==> config.mk <==
export PLATFORM = sky130hd
export DESIGN_NAME = audio_level_meter
export DESIGN_NICKNAME = d
export VERILOG_FILES = /design/src/rtl/audio_level_pkg.sv /design/src/rtl/level_channel.sv /design/src/rtl/audio_level_meter.sv
export SDC_FILE = /design/constraint.sdc
export NUM_CORES = 1
export LEC_CHECK = 0
export ABC_CLOCK_PERIOD_IN_PS = 9470
export CAP_MARGIN = 20
export CORE_ASPECT_RATIO = 1.5
export CORE_MARGIN = 1
export CORE_UTILIZATION = 45
export DETAILED_ROUTE_END_ITERATION = 12
export PLACE_DENSITY_LB_ADDON = 0.2
export SETUP_SLACK_MARGIN = 0.05
export SLEW_MARGIN = 25
export SYNTH_ARGS = -nofsm -noshare
export SYNTH_HDL_FRONTEND = slang
export SYNTH_SLANG_ARGS = --single-unit
==> constraint.sdc <==
create_clock -name clk_50 -period 9.47 [get_ports clk_50]
set_input_delay 1.894 -clock clk_50 [delete_from_list [all_inputs] [get_ports clk_50]]
set_output_delay 1.894 -clock clk_50 [all_outputs]
set_load 0.01 [all_outputs]
==> src/rtl/audio_level_pkg.sv <==
// rtl/audio_level_pkg.sv - shared level encoding and saturating magnitude helper
package audio_level_pkg;

    localparam int ALM_MAX_W = 32;

    typedef enum logic [1:0] {
        LVL_QUIET = 2'd0,
        LVL_MID   = 2'd1,
        LVL_LOUD  = 2'd2
    } lvl_e;

    // x is the sample sign-extended to ALM_MAX_W; result saturates to w-1 magnitude bits
    function automatic logic [ALM_MAX_W-1:0] abs_sat(input logic [ALM_MAX_W-1:0] x,
                                                     input int unsigned w);
        logic [ALM_MAX_W-1:0] mag;
        logic [ALM_MAX_W-1:0] lim;
        mag = x[ALM_MAX_W-1] ? (~x + ALM_MAX_W'(1)) : x;
        lim = (ALM_MAX_W'(1) << (w - 1)) - ALM_MAX_W'(1);
        return (mag > lim) ? lim : mag;
    endfunction

endpackage

==> src/rtl/level_channel.sv <==
// rtl/level_channel.sv - per-channel running peak, frame peak and level FSM with hold
module level_channel
    import audio_level_pkg::*;
#(
    parameter int SAMPLE_W    = 24,
    parameter int HYST        = 16,
    parameter int HOLD_FRAMES = 4
) (
    input  logic                clk_50,
    input  logic                reset,
    input  logic                accept,
    input  logic                frame_tick,
    input  logic                eval,
    input  logic [SAMPLE_W-1:0] sample,
    input  logic [SAMPLE_W-2:0] thresh_lo,
    input  logic [SAMPLE_W-2:0] thresh_hi,
    output lvl_e                level,
    output logic [SAMPLE_W-2:0] peak
);
    localparam int MW     = SAMPLE_W - 1;
    localparam int HOLD_W = (HOLD_FRAMES > 0) ? $clog2(HOLD_FRAMES + 1) : 1;

    logic [ALM_MAX_W-1:0] mag_full;
    logic [MW-1:0]        mag;
    logic                 unused_mag_hi;
    logic [MW-1:0]        hi_m, lo_m;

    logic [MW-1:0]     run_pk_d, run_pk_q;
    logic [MW-1:0]     peak_d, peak_q;
    lvl_e              level_d, level_q;
    logic [HOLD_W-1:0] hold_d, hold_q;

    assign mag_full      = abs_sat(ALM_MAX_W'($signed(sample)), SAMPLE_W);
    assign mag           = mag_full[MW-1:0];
    assign unused_mag_hi = ^mag_full[ALM_MAX_W-1:MW];

    assign hi_m = (thresh_hi >= MW'(HYST)) ? thresh_hi - MW'(HYST) : '0;
    assign lo_m = (thresh_lo >= MW'(HYST)) ? thresh_lo - MW'(HYST) : '0;

    // A sample accepted together with frame_tick seeds the new frame
    always_comb begin
        run_pk_d = run_pk_q;
        if (frame_tick)
            run_pk_d = accept ? mag : '0;
        else if (accept && (mag > run_pk_q))
            run_pk_d = mag;
        peak_d = frame_tick ? run_pk_q : peak_q;
    end

    always_comb begin
        level_d = level_q;
        hold_d  = hold_q;
        if (eval) begin
            case (level_q)
                LVL_QUIET: begin
                    if (peak_q >= thresh_hi) begin
                        level_d = LVL_LOUD;
                        hold_d  = HOLD_W'(HOLD_FRAMES);
                    end else if (peak_q >= thresh_lo) begin
                        level_d = LVL_MID;
                    end
                end
                LVL_MID: begin
                    if (peak_q >= thresh_hi) begin
                        level_d = LVL_LOUD;
                        hold_d  = HOLD_W'(HOLD_FRAMES);
                    end else if (peak_q < lo_m) begin
                        level_d = LVL_QUIET;
                    end
                end
                LVL_LOUD: begin
                    if (peak_q >= hi_m)
                        hold_d = HOLD_W'(HOLD_FRAMES);
                    else if (hold_q != '0)
                        hold_d = hold_q - HOLD_W'(1);
                    else
                        level_d = (peak_q >= lo_m) ? LVL_MID : LVL_QUIET;
                end
                default: level_d = LVL_QUIET;
            endcase
        end
    end

    always_ff @(posedge clk_50) begin
        if (reset) begin
            run_pk_q <= '0;
            peak_q   <= '0;
            level_q  <= LVL_QUIET;
            hold_q   <= '0;
        end else begin
            run_pk_q <= run_pk_d;
            peak_q   <= peak_d;
            level_q  <= level_d;
            hold_q   <= hold_d;
        end
    end

    assign level = level_q;
    assign peak  = peak_q;

endmodule

==> src/rtl/audio_level_meter.sv <==
// rtl/audio_level_meter.sv - multi-channel audio level meter top: handshake, frame pipeline, packing
module audio_level_meter
    import audio_level_pkg::*;
#(
    parameter int SAMPLE_W    = 24,
    parameter int NUM_CH      = 2,
    parameter int HYST        = 16,
    parameter int HOLD_FRAMES = 4
) (
    input  logic                         clk_50,
    input  logic                         reset,
    input  logic [NUM_CH*SAMPLE_W-1:0]   sample_in,
    input  logic                         sample_ready,
    output logic                         sample_read,
    input  logic                         frame_tick,
    input  logic [SAMPLE_W-2:0]          thresh_lo,
    input  logic [SAMPLE_W-2:0]          thresh_hi,
    output logic [2*NUM_CH-1:0]          level,
    output logic                         level_valid,
    output logic [NUM_CH*(SAMPLE_W-1)-1:0] peak
);
    logic sample_read_d, sample_read_q;
    logic eval_d, eval_q;
    logic level_valid_d, level_valid_q;

    // eval_q marks the cycle the frozen frame peak is classified
    always_comb begin
        sample_read_d = sample_ready;
        eval_d        = frame_tick;
        level_valid_d = eval_q;
    end

    always_ff @(posedge clk_50) begin
        if (reset) begin
            sample_read_q <= 1'b0;
            eval_q        <= 1'b0;
            level_valid_q <= 1'b0;
        end else begin
            sample_read_q <= sample_read_d;
            eval_q        <= eval_d;
            level_valid_q <= level_valid_d;
        end
    end

    assign sample_read = sample_read_q;
    assign level_valid = level_valid_q;

    for (genvar c = 0; c < NUM_CH; c++) begin : g_ch
        lvl_e ch_level;

        level_channel #(
            .SAMPLE_W    (SAMPLE_W),
            .HYST        (HYST),
            .HOLD_FRAMES (HOLD_FRAMES)
        ) u_ch (
            .clk_50     (clk_50),
            .reset      (reset),
            .accept     (sample_ready),
            .frame_tick (frame_tick),
            .eval       (eval_q),
            .sample     (sample_in[c*SAMPLE_W +: SAMPLE_W]),
            .thresh_lo  (thresh_lo),
            .thresh_hi  (thresh_hi),
            .level      (ch_level),
            .peak       (peak[c*(SAMPLE_W-1) +: (SAMPLE_W-1)])
        );

        assign level[c*2 +: 2] = ch_level;
    end

endmodule

==> impl_metrics.ini <==
[pwr]
p_leak_nw = 6.19
p_per_area_nw_per_um2 = 104
ir_worst_vdd_v = 0.0000752

[logic_synthesis]
synth_area_um2 = 11100
syn_avg_cell_area_um2 = 7.92
synth_compound_area_frac = 0.189
synth_edf_count = 0
ys_seq_elements = 105
synth_ff_type = dfxtp_1
synthXorXnorAreaFrac = 0.0480
synthCells = 1407
yosysWarnings = 0
syn_nets = 1745
async_flop_share = 0
synth_top_family_by_area = adder cells
synth_fa_ha_area_frac = 0.270
muxShareOfSynthArea = 0.0450
yosys.area_share.simple = 0.204
seq_area_frac_synth = 0.189
ys_types = 60

[grt]
grt_usage = 0.287
grt_pass1_wl_um = 55600
antenna_found_initial = 0
grt_max_degree = 60
grt_pass1_vias = 10500
overflow = 0

[drt]
vias = 10800
routed_via_density = 5.83
wire_per_inst_um = 19.3
drtAntennaViolNets = 0
drtPass1Iterations = 5
drc = 0
wirelength_um = 35900
drt-initial-drc-count = 494

[run_status]
status = complete, no violations

[min_path]
hold_depth = 1
min-delay-start = g_ch[1].u_ch.hold_q[0]
holdPathEnd = g_ch[1].u_ch.hold_q[0]
hold_path.class = flop to flop

[floorplanning]
die_h_um = 195
coreArea_um2 = 24300
dieArea_um2 = 25400
rows = 70
die_x_um = 130
initial_utilization = 0.458
num_io_pins = 150

[setup_path]
cp_max_fo = 22
timing.rr.end = g_ch[0].u_ch.level[0]
arrival_ns = 7.11
r2r.worst_path.cells = 9
r2r_start = g_ch[0].u_ch.peak[20]
r2r_setup_slack_ns = 6.08
path_class = input port to flop
cp.required_ns = 9.75
end_kind = flop
start_kind = input port

[timing]
hold_violations = 0
period_minus_slack_ns = 6.82
worst_pin_slew_ns = 1.03
final-setup-viol-count = 0
skew_ns = 0.0140
hold_ws_ns = 0.465
setup_tns_ns = 0
period_share = 0.721
rsz0062_at_grt = no
maxSlewHeadroom = 0.313
drv_slew = 0
max_freq_mhz = 147

[job]
max-cap-violations = 0

[clock_tree]
htreeDepth = 3
cts-hold-fix-buffers = 0
tritoncts = yes
cts_repair_resize_count = 0
clock_latency_ns = 0.37
clock-sinks = 105
cts_max_path_buffers = 2
cts_made_buffers = 9
cts_setup_buffers = 0
cts-root-buf = clkbuf_16
clkTransAtPathRegs_ns = 0.08

[placement]
place_inst = 1841
gp_congestion = 1.02
port-buffer-count = 149
dpl.hpwl_um = 29500

[final_layout]
drive_above_1_share = 0.0254
fin_nets = 1866
area_growth_pct = 18.9
n_fill_cell = 2437
instances_no_fill = 1857
diodes = 0
layout by cell type, fill, tap and decap left out, drive strengths merged, types with 5 or more instances in the layout:
cell type        n
or4              7
a211oi          17
xnor2           29
nand3           57
clkdlybuf4s50  147
inv            113
a21o            41
o21a             9
and3             9
a311oi          20
o211ai           9
nor4            18
a21oi           88
nor3            45
o21ai           51
nor2           106
o41ai            7
mux2i           49
dfxtp          105
ha             240
clkbuf          10
buf              8
o31ai           39
nand4           46
xor2            32
a31oi           14
or3              5
nand2b          11
nand2          141
nor2b           15
layout make-up:
cell class | count | area [um2] | area share
Clock buffer | 10 | 239 | 0.0180
Inverter | 112 | 420 | 0.0317
Timing Repair Buffer | 155 | 1550 | 0.117
Tap cell | 324 | 405 | 0.0306
Multi-Input combinational cell | 1145 | 8440 | 0.637
Clock inverter | 6 | 90.1 | 0.00680
Sequential cell | 105 | 2100 | 0.159
where the power goes:
part           internal (mW)  switching, mW  total, mW  leakage, nW
clock                  0.240          0.178      0.418        0.159
sequential             0.469         0.0444      0.514        0.859
combinational          0.202          0.245      0.447         5.17
total                  0.912          0.467       1.38         6.19
cells in the mapped netlist (all sizes together), types with 3 or more instances:
library cell  count  area share
xnor2            29       0.023
o31ai            39       0.026
nor2            106       0.036
xor2             32       0.025
nand2b           11      0.0062
o41ai             7      0.0055
nand3            57       0.026
buf              12      0.0063
o22ai             3      0.0017
a311oi           20       0.016
o21ai            51       0.023
and3              9      0.0051
clkbuf           33       0.011
mux2i            49       0.044
a211o             4      0.0031
or3               5      0.0028
nor3             45       0.021
nand2           141       0.048
nand4            46       0.026
a211oi           17       0.011
o211ai            9      0.0061
a31oi            14      0.0079
a21oi            88       0.040
a21o             41       0.028
ha              240        0.27
nor4             18       0.011
nor2b            15      0.0084
dfxtp           105        0.19
or4               7      0.0051
inv             112       0.038
o2111ai           4      0.0031
o21a              9      0.0061
registers in the layout, indices dropped and copies added, names as in the netlist:
signal,count
sample_read,1
level_valid,1
g_ch.u_ch.run_pk_q,46
g_ch.u_ch.level,4
g_ch.u_ch.peak,46
eval_q,1
g_ch.u_ch.hold_q,6
per-layer routing:
layer / up-vias / global-route usage / wire length [um]
met2: 292 / 0.519 / 18100
met1: 5018 / 0.317 / 14400
met4: 0 / 0.176 / 2190
met5: - / 0 / 0
met3: 96 / 0.0275 / 1260
li1: 5424 / - / -
stage by stage:
step | instance area [um2] | power, mW | util | setup slack [ns]
after floorplan | 11100 | 0.786 | - | 3.73
after CTS | 13200 | 1.38 | 0.544 | 2.71
after global routing | 13200 | 1.46 | 0.544 | 2.45
after global placement | 12900 | 0.954 | 0.529 | 2.32
after detailed placement | 12900 | 0.965 | 0.530 | 2.32
final | 13200 | 1.38 | 0.544 | 2.65
logic make-up (layout without fill, tap and decap cells):
family,count (synthesis),in the layout
buf+inv,157,283
compound gates,321,321
simple gates,473,473
xor+xnor,61,61
flops,105,105
fa+ha+maj,240,240
mux,50,50
critical path, stage by stage:
cell             delay, ns
clkdlybuf4s50_1       0.51
or4_1                 0.65
or3_1                 0.41
nor3_2                0.21
nand3_1               0.18
nor3_2                0.20
nand2_1               0.49
nand2_1               0.29
ha_1                  0.17
nand4_1               0.21
or4_1                 0.68
o221ai_1              0.38
nor3_1                0.11
or3b_2                0.48
a311oi_1              0.24
how the worst max path moves through the flow:
| stage | slack [ns] | depth (start not counted) | end | startpoint |
|---|---|---|---|---|
| after CTS | 2.71 | 15 | g_ch[1].u_ch.level[0] | thresh_lo[10] |
| after floorplan | 3.73 | 17 | g_ch[1].u_ch.run_pk_q[10] | sample_in[35] |
| final | 2.65 | 15 | g_ch[1].u_ch.level[0] | thresh_lo[10] |
| after global routing | 2.45 | 15 | g_ch[1].u_ch.level[0] | thresh_lo[10] |
| after detailed placement | 2.32 | 15 | g_ch[1].u_ch.level[0] | thresh_lo[10] |
| after global placement | 2.32 | 15 | g_ch[1].u_ch.level[0] | thresh_lo[10] |
No activity file was read; power rests on OpenSTA's default activity.
